<file path="config.mk">
export PLATFORM = sky130hd
export DESIGN_NAME = seq_divider
export DESIGN_NICKNAME = d
export VERILOG_FILES = /design/src/rtl/seq_divider.sv
export SDC_FILE = /design/constraint.sdc
export NUM_CORES = 1
export LEC_CHECK = 0
export ABC_CLOCK_PERIOD_IN_PS = 4900
export CELL_PAD_IN_SITES_DETAIL_PLACEMENT = 0
export CELL_PAD_IN_SITES_GLOBAL_PLACEMENT = 1
export CORE_MARGIN = 2
export CORE_UTILIZATION = 43
export CTS_BUF_LIST = sky130_fd_sc_hd__clkbuf_4
export DETAILED_ROUTE_END_ITERATION = 10
export PLACE_DENSITY_LB_ADDON = 0.1
export SLEW_MARGIN = 20
export SYNTH_ARGS = -nofsm -noshare
export SYNTH_HDL_FRONTEND = slang
export SYNTH_SLANG_ARGS = --single-unit
</file>
<file path="constraint.sdc">
create_clock -name i_clk -period 4.9 [get_ports i_clk]
set_clock_uncertainty 0.1 [all_clocks]
set_input_delay 1.225 -clock i_clk [delete_from_list [all_inputs] [get_ports i_clk]]
set_output_delay 1.225 -clock i_clk [all_outputs]
set_load 0.005 [all_outputs]
</file>
<file path="src/rtl/seq_divider.sv">
// Iterative restoring divider for RV32M DIV/DIVU/REM/REMU: one quotient bit per cycle,
// RISC-V results for divide-by-zero and signed overflow, single-cycle o_valid pulse.
`ifndef _REG_DATA_WIDTH_
`define _REG_DATA_WIDTH_ 32
`endif

module seq_divider #(
  parameter int N     = `_REG_DATA_WIDTH_,
  parameter int CNT_W = $clog2(N) + 1
) (
  input  logic         i_clk,
  input  logic         i_rst,
  input  logic         i_start,
  input  logic         i_signed,
  input  logic [N-1:0] i_dividend,
  input  logic [N-1:0] i_divisor,
  output logic         o_busy,
  output logic         o_valid,
  output logic [N-1:0] o_quotient,
  output logic [N-1:0] o_remainder,
  output logic         o_div_by_zero
);

  typedef enum logic [1:0] {
    IDLE = 2'd0,
    CALC = 2'd1,
    FIX  = 2'd2,
    DONE = 2'd3
  } state_t;

  localparam logic [N-1:0] MIN_NEG = {1'b1, {(N-1){1'b0}}};

  state_t           state_reg;
  logic [N-1:0]     rem_reg;
  logic [N-1:0]     quo_reg;
  logic [N-1:0]     dvsr_reg;
  logic [CNT_W-1:0] cnt_reg;
  logic             q_neg_reg;
  logic             r_neg_reg;
  logic             busy_reg;
  logic             valid_reg;
  logic             dbz_reg;
  logic [N-1:0]     quotient_reg;
  logic [N-1:0]     remainder_reg;

  // Operand conditioning for the accept cycle; the sign flags already fold in i_signed.
  logic         a_neg;
  logic         b_neg;
  logic [N-1:0] a_abs;
  logic [N-1:0] b_abs;
  logic         div_zero;
  logic         sgn_ovf;

  assign a_neg    = i_signed & i_dividend[N-1];
  assign b_neg    = i_signed & i_divisor[N-1];
  assign a_abs    = a_neg ? -i_dividend : i_dividend;
  assign b_abs    = b_neg ? -i_divisor : i_divisor;
  assign div_zero = (i_divisor == '0);
  assign sgn_ovf  = i_signed && (i_dividend == MIN_NEG) && (i_divisor == '1);

  // One restoring step: (N+1)-bit trial subtract, carry-out set means no borrow.
  logic [N:0] rem_sh;
  logic [N:0] diff;
  logic [N:0] rem_next;
  logic       carry;
  logic       rem_top_unused;

  assign rem_sh         = {rem_reg, quo_reg[N-1]};
  assign {carry, diff}  = {1'b0, rem_sh} + {1'b0, ~{1'b0, dvsr_reg}} + (N+2)'(1);
  assign rem_next       = carry ? diff : rem_sh;
  // The partial remainder is always below the divisor, so bit N is always zero here.
  assign rem_top_unused = rem_next[N];

  always_ff @(posedge i_clk) begin
    if (i_rst) begin
      state_reg     <= IDLE;
      rem_reg       <= '0;
      quo_reg       <= '0;
      dvsr_reg      <= '0;
      cnt_reg       <= '0;
      q_neg_reg     <= 1'b0;
      r_neg_reg     <= 1'b0;
      busy_reg      <= 1'b0;
      valid_reg     <= 1'b0;
      dbz_reg       <= 1'b0;
      quotient_reg  <= '0;
      remainder_reg <= '0;
    end else begin
      case (state_reg)
        IDLE: begin
          valid_reg <= 1'b0;
          if (i_start) begin
            busy_reg  <= 1'b1;
            q_neg_reg <= a_neg ^ b_neg;
            r_neg_reg <= a_neg;
            dvsr_reg  <= b_abs;
            rem_reg   <= '0;
            quo_reg   <= a_abs;
            cnt_reg   <= CNT_W'(N);
            if (div_zero) begin
              quotient_reg  <= '1;
              remainder_reg <= i_dividend;
              dbz_reg       <= 1'b1;
              valid_reg     <= 1'b1;
              state_reg     <= DONE;
            end else if (sgn_ovf) begin
              quotient_reg  <= MIN_NEG;
              remainder_reg <= '0;
              dbz_reg       <= 1'b0;
              valid_reg     <= 1'b1;
              state_reg     <= DONE;
            end else begin
              state_reg <= CALC;
            end
          end
        end

        CALC: begin
          rem_reg <= rem_next[N-1:0];
          quo_reg <= {quo_reg[N-2:0], carry};
          cnt_reg <= cnt_reg - CNT_W'(1);
          if (cnt_reg == CNT_W'(1)) begin
            state_reg <= FIX;
          end
        end

        FIX: begin
          quotient_reg  <= q_neg_reg ? -quo_reg : quo_reg;
          remainder_reg <= r_neg_reg ? -rem_reg : rem_reg;
          dbz_reg       <= 1'b0;
          valid_reg     <= 1'b1;
          state_reg     <= DONE;
        end

        DONE: begin
          valid_reg <= 1'b0;
          busy_reg  <= 1'b0;
          state_reg <= IDLE;
        end

        default: begin
          state_reg <= IDLE;
        end
      endcase
    end
  end

  assign o_busy        = busy_reg;
  assign o_valid       = valid_reg;
  assign o_quotient    = quotient_reg;
  assign o_remainder   = remainder_reg;
  assign o_div_by_zero = dbz_reg;

endmodule

</file>
# --- Yosys cells after proc, flatten, opt, wreduce, memory -nomap -nowiden ---
# Index checks and enable logic that the tools add are counted.
totals:
  regBits: 173
  in_bits: 68
  out_inout_bits: 67
  elab_cells: 79
op_classes:
  addsub: 7
  eq_ne: 9
  mux: 34
  bitwise: 4
  n_reduce_logical: 13
ops:
  columns: ["operator", "n"]
  rows:
  - ["2-to-1 mux 32 bit", 13]
  - ["one-hot mux 32 bit (2 select lines)", 4]
  - ["negation 32 bit", 4]
  - ["equality test 32 bit (second input constant)", 2]
  - ["adder 33 x 33 -> 34 bit", 1]
  - ["adder 34 x 1 -> 34 bit (second input constant)", 1]
  - ["NOT 32 -> 33 bit", 1]
  - ["logical NOT 32 bit", 1]
  - ["one-hot mux 6 bit (2 select lines)", 1]
  - ["2-to-1 mux 2 bit", 4]
  - ["one-hot mux 2 bit (4 select lines)", 1]
  - ["AND reduction 2 bit", 4]
  - ["2-to-1 mux 1 bit", 7]
  - ["equality test 6 x 1 -> 1 bit (second input constant)", 1]
  - ["2-to-1 mux 6 bit", 1]
  - ["nonzero test 2 bit", 3]
  - ["subtractor 6 x 1 -> 6 bit (second input constant)", 1]
  - ["equality test 2 bit (second input constant)", 2]
  - ["!= test 2 bit (second input constant)", 2]
  - ["one-hot mux 1 bit (2 select lines)", 2]
  - ["!= test 3 bit (second input constant)", 1]
  - ["one-hot mux 1 bit (3 select lines)", 1]
  - ["AND reduction 3 bit", 1]
  - ["nonzero test 3 bit", 1]
  - ["other kinds (5)", 7]

# --- Logic depth before layout (Yosys ltp) ---
depth:
  depth_word: 7
  mapped_depth: 13
  ltp_nobuf: 13

# --- Least setup slack after synthesis ---
# Ideal clock, no wire load.
synth_timing:
  path_type: "input to register"
  startpoint: "in i_dividend[0]"
  endpoint: "reg quotient_reg[4] (netlist: o_quotient[4])"
  setup_time_ns: 0.132
  arrival_time_ns: 3.783
  required_time_ns: 4.668
  setup_slack_ns: 0.885
  stages: 13
  path_buffers: 3
  cell_sequence: "inv_1 > ha_1 > or3b_1 > nor4_1 > nand4b_1 > o21bai_1 > nand3_1 > o21a_1 > clkbuf_1 > buf_2 > buf_2 > a211oi_1 > nor3_1"
synth_between:
  elab_chain_cells: 5
synth_rtl:
  columns: ["item", "line", "text"]
  rows:
  - ["start, declared", "15", "input logic [N-1:0] i_dividend,"]
  - ["equality test 32 bit", "59", "assign sgn_ovf = i_signed && (i_dividend == MIN_NEG) && (i_divisor == '1);"]
  - ["logical AND 1 bit (2 in a row)", "59", null]
  - ["!= test 3 bit (no source line)", null, null]
  - ["AND reduction 3 bit (no source line)", null, null]
  - ["end signal, assigned", "128", "quotient_reg <= q_neg_reg ? -quo_reg : quo_reg;"]
  - ["end, declared", "43", "logic [N-1:0] quotient_reg;"]
# No other way between the ends.
# A chain may end at the register's enable or synchronous reset.

# --- Final worst setup path ---
layout_timing:
  startpoint: "in i_dividend[0]"
  endpoint: "reg remainder_reg[31] (netlist: o_remainder[31])"
layout_between:
  elab_chain_cells: 5
layout_rtl:
  columns: ["item", "line", "text"]
  rows:
  - ["equality test 32 bit", "59", null]
  - ["logical AND 1 bit (2 in a row)", "59", null]
  - ["!= test 3 bit (no source line)", null, null]
  - ["AND reduction 3 bit (no source line)", null, null]
  - ["end signal, assigned", "102", "remainder_reg <= i_dividend;"]
  - ["end signal, assigned", "129", "remainder_reg <= r_neg_reg ? -rem_reg : rem_reg;"]
  - ["end, declared", "44", "logic [N-1:0] remainder_reg;"]
# No other way between the ends.

==> reports/qor.tcl <==
set qor(gp_congestion) 0.867
set qor(final_core_util_pct) 51.4
set qor(htree_levels) 4
set qor(ff2ff_setup_slack_ns) 0.88
set qor(finalHoldViolations) 0
set qor(clock_insertion_delay_worst_skew_ns) 0.60
set qor(synth_seq_cells) 173
set qor(slew_worst_pin_ns) 0.991
set qor(final_net_count) 1714
set qor(post_synth_main_area_contributors) {sky130_fd_sc_hd__dfxtp_1 30%, sky130_fd_sc_hd__nand2_1 6.1%, sky130_fd_sc_hd__xor2_1 5.8%, sky130_fd_sc_hd__a21oi_1 5.4%, sky130_fd_sc_hd__nor2_1 5.3%}
set qor(clkPwrFrac_pct) 15.2
set qor(rr_endpoint) {rem_reg[26]}
set qor(multi_input_comb_area_um2) 7400
set qor(fp.dieH_um) 167
set qor(power.density_nw_per_um2) 407
set qor(switchingPower_mw) 2.51
set qor(final_layout_size_suffix_gt1_share_pct) 5.27
set qor(grt.total_usage_pct) 25.4
set qor(worstRegToRegCells) 13
set qor(hold_path_end) {o_div_by_zero}
set qor(finalNonFillerCells) 1950
set qor(final-seq-area_um2) 3460
set qor(cts.reportedPaths.clkPinSlew_ns) 0.17
set qor(drt-total-wl_um) 35700
set qor(antenna_found_initial) 1
set qor(cts_hold_buf) 0
set qor(clock-sinks) 173
set qor(grt_overflow_total) 0
set qor(synthesis.instances) 1517
set qor(vias_in_the_first_global_route) 10400
set qor(syn_area_cell_um2) 7.53
set qor(asyncSetResetFlopFracSynth_pct) 0
set qor(io_buffer_count) 134
set qor(cts_made_buffers) 17
set qor(swShare_pct) 46.1
set qor(pwr-share-comb_pct) 48.3
set qor(floorplan.die.width_um) 167
set qor(starting_density_of_the_core_pct) 43.8
set qor(tns_ns) 0
set qor(dp_hpwl_um) 26900
set qor(worstSetupEndpointType) {flip-flop}
set qor(numPlacedInstances) 1917
set qor(layout.cells.most_common) {sky130_fd_sc_hd__nand2_1}
set qor(post-route-period-util_pct) 85.7
set qor(post_synth_instance_area_um2) 11400
set qor(instance_area_after_placement_um2) 13100
set qor(n_fill_cell) 2618
set qor(path_max_fanout) 22
set qor(worstHoldStart) {o_div_by_zero}
set qor(min_delay_path_depth) 2
set qor(syn2layout_area_growth_pct) 17.2
set qor(initialDrtViolationCount) 840
set qor(r2r_start) {quo_reg[31]}
set qor(max-cap-violations) 0
set qor(antenna_left) 0
set qor(finalSetupViolCount) 0
set qor(grt_setup_unrepaired) {no}
set qor(critical_path.startpoint_type) {input pin}
set qor(yosysWarnings) 0
set qor(detail_route.drc_violations) 0
set qor(grt_first_pass_wirelength_um) 57000
set qor(min_path_type) {flip-flop to flip-flop}
set qor(worst-setup-path-type) {input pin to flip-flop}
set qor(max_freq_mhz) 238
set qor(ioPinCount) 135
set qor(ctsRootBufferMaster) {sky130_fd_sc_hd__clkbuf_4}
set qor(worst-endpoint-arrival_ns) 4.54
set qor(tritoncts) {yes}
set qor(ys_types) 64
set qor(post-cts-setup-buffer-count) 0
set qor(cell_internal_pwr_mw) 2.94
set qor(wl_per_cell_um) 18.3
set qor(cts.path.max_buffers) 2
set qor(totalPowerFinal_mw) 5.45
set qor(peakVddDrop_mv) 0.192
set qor(worst_slew_margin_rel_pct) 33.9
set qor(core_area_um2) 26100
set qor(grt_start_max_net_pins) 84
set qor(count_of_flip_flops_with_a_built_in_enable_after_synthesis) 0
set qor(synth_top_flop_cell) {sky130_fd_sc_hd__dfxtp_1}
set qor(final_cell_area_um2) 13400
set qor(synthesis.nets) 1630
set qor(finalMaxSlewViolations) 0
set qor(sequential_element_share_of_the_synthesized_area_pct) 30.3
set qor(placement_rows) 59
set qor(firstDrtPassIters) 5
set qor(synth_top_cell_by_area) {sky130_fd_sc_hd__dfxtp_1}
set qor(die-area_um2) 27900
set qor(leakage_nw) 5.07
set qor(min_period_ns) 4.20
set qor(viasPerCell) 5.67
set qor(layout_common_cells) {185 x sky130_fd_sc_hd__nand2_1, 172 x sky130_fd_sc_hd__dfxtp_1, 161 x sky130_fd_sc_hd__nor2_1, 133 x sky130_fd_sc_hd__clkdlybuf4s50_1, 124 x sky130_fd_sc_hd__a21oi_1}
set qor(cp.required_ns) 5.24
set qor(outcome) {complete, no violations}
set qor(pwr-share-seq_pct) 36.5
set qor(synth.top_cell.area_share_pct) 30.3
set qor(cts-resized-gates) 0
set qor(vias) 11100
==> through the flow <==
step / hold WS (ns) / setup slack (ns)
after floorplan: 0.340 / 0.885
final: 0.372 / 0.698
after detailed placement: 0.354 / 0.172
after CTS: 0.375 / 0.799
after global placement: 0.346 / 0.325
after global routing: 0.394 / 0.611
==> how the worst max path moves through the flow <==
stage                        startpoint               to  slack, ns  cells after the start
after floorplan           i_dividend[0]    o_quotient[4]       0.88                     13
after global placement    i_dividend[1]  o_remainder[31]       0.33                     12
after detailed placement  i_dividend[0]  o_remainder[31]       0.17                     12
after CTS                 i_dividend[0]  o_remainder[31]       0.80                     12
after global routing      i_dividend[0]  o_remainder[31]       0.61                     12
final                     i_dividend[0]  o_remainder[31]       0.70                     12
==> power by group through the flow <==
stage	clock, mW	sequential [mW]	combinational, mW
6_report	0.828	1.99	2.63
5_1_grt	0.901	2.02	2.94
3_5_place_dp	0	2.02	2.63
4_1_cts	0.856	1.99	2.64
3_3_place_gp	0	2.02	2.60
2_1_floorplan	0	1.91	1.84
==> critical path, stage by stage <==
cell	delay (ns)
sky130_fd_sc_hd__clkdlybuf4s50_1	0.49
sky130_fd_sc_hd__inv_1	0.10
sky130_fd_sc_hd__ha_1	0.15
sky130_fd_sc_hd__or3b_1	0.40
sky130_fd_sc_hd__nor4_1	0.40
sky130_fd_sc_hd__nand4b_1	0.32
sky130_fd_sc_hd__o21bai_1	0.28
sky130_fd_sc_hd__nand3_1	0.17
sky130_fd_sc_hd__o21a_2	0.35
sky130_fd_sc_hd__buf_4	0.29
sky130_fd_sc_hd__a221oi_1	0.26
sky130_fd_sc_hd__nor3_1	0.09
==> kinds of logic (layout without fill, tap and decap cells) <==
logic type	count (synthesis)	after routing	synth area share [%]
compound gates	448	448	25.1
xor+xnor	144	144	11.0
fa+ha+maj	45	45	5.00
buf+inv	159	256	5.28
flops	173	173	30.3
mux	27	27	2.39
other cells	0	1	0
simple gates	521	521	20.9
==> metal layers <==
layer	track usage, %	vias to the layer above	part of all wire [%]
met1	32.7	5189	45
met4	8.02	0	2.8
met3	3.23	40	3.5
met5	0	-	0
li1	-	5599	-
met2	44.1	232	49
==> cells in the mapped netlist, types with 3 or more instances <==
cell type                  instances
sky130_fd_sc_hd__nor3_1           46
sky130_fd_sc_hd__a21oi_1         124
sky130_fd_sc_hd__xor2_1           75
sky130_fd_sc_hd__a311oi_1         11
sky130_fd_sc_hd__xnor2_1          69
sky130_fd_sc_hd__nand3_1          21
sky130_fd_sc_hd__and2_1            6
sky130_fd_sc_hd__or3b_1            4
sky130_fd_sc_hd__a221oi_1         22
sky130_fd_sc_hd__a32oi_1           8
sky130_fd_sc_hd__buf_2             5
sky130_fd_sc_hd__or2_2             4
sky130_fd_sc_hd__or4_1            23
sky130_fd_sc_hd__nor4_1           11
sky130_fd_sc_hd__inv_1            58
sky130_fd_sc_hd__a21o_1           11
sky130_fd_sc_hd__mux2i_1          25
sky130_fd_sc_hd__o21bai_1          6
sky130_fd_sc_hd__o21ai_1          51
sky130_fd_sc_hd__a211oi_1         64
sky130_fd_sc_hd__nand2_1         185
sky130_fd_sc_hd__and3_1            5
sky130_fd_sc_hd__o22ai_1           3
sky130_fd_sc_hd__o21ai_0          69
sky130_fd_sc_hd__dfxtp_1         173
sky130_fd_sc_hd__nand4_1          10
sky130_fd_sc_hd__nand3b_1          5
sky130_fd_sc_hd__a31oi_1          11
sky130_fd_sc_hd__o41ai_1          12
sky130_fd_sc_hd__o21a_1            7
sky130_fd_sc_hd__o211ai_1          5
sky130_fd_sc_hd__nor2b_1           6
sky130_fd_sc_hd__or3_1            15
sky130_fd_sc_hd__nor2_1          162
sky130_fd_sc_hd__o31ai_1          26
sky130_fd_sc_hd__buf_1             5
sky130_fd_sc_hd__nand2b_1          7
sky130_fd_sc_hd__clkbuf_1         91
sky130_fd_sc_hd__nand4b_1          3
sky130_fd_sc_hd__ha_1             44
==> layout make-up <==
class / count / area share (%)
Multi-Input combinational cell: 1185 / 55.2
Sequential cell: 173 / 25.9
Timing Repair Buffer: 166 / 12.1
Tap cell: 335 / 3.13
Inverter: 58 / 1.63
Clock inverter: 15 / 1.09
Clock buffer: 17 / 0.953
Antenna cell: 1 / 0.0187
Power figures use the tool's default switching activity.
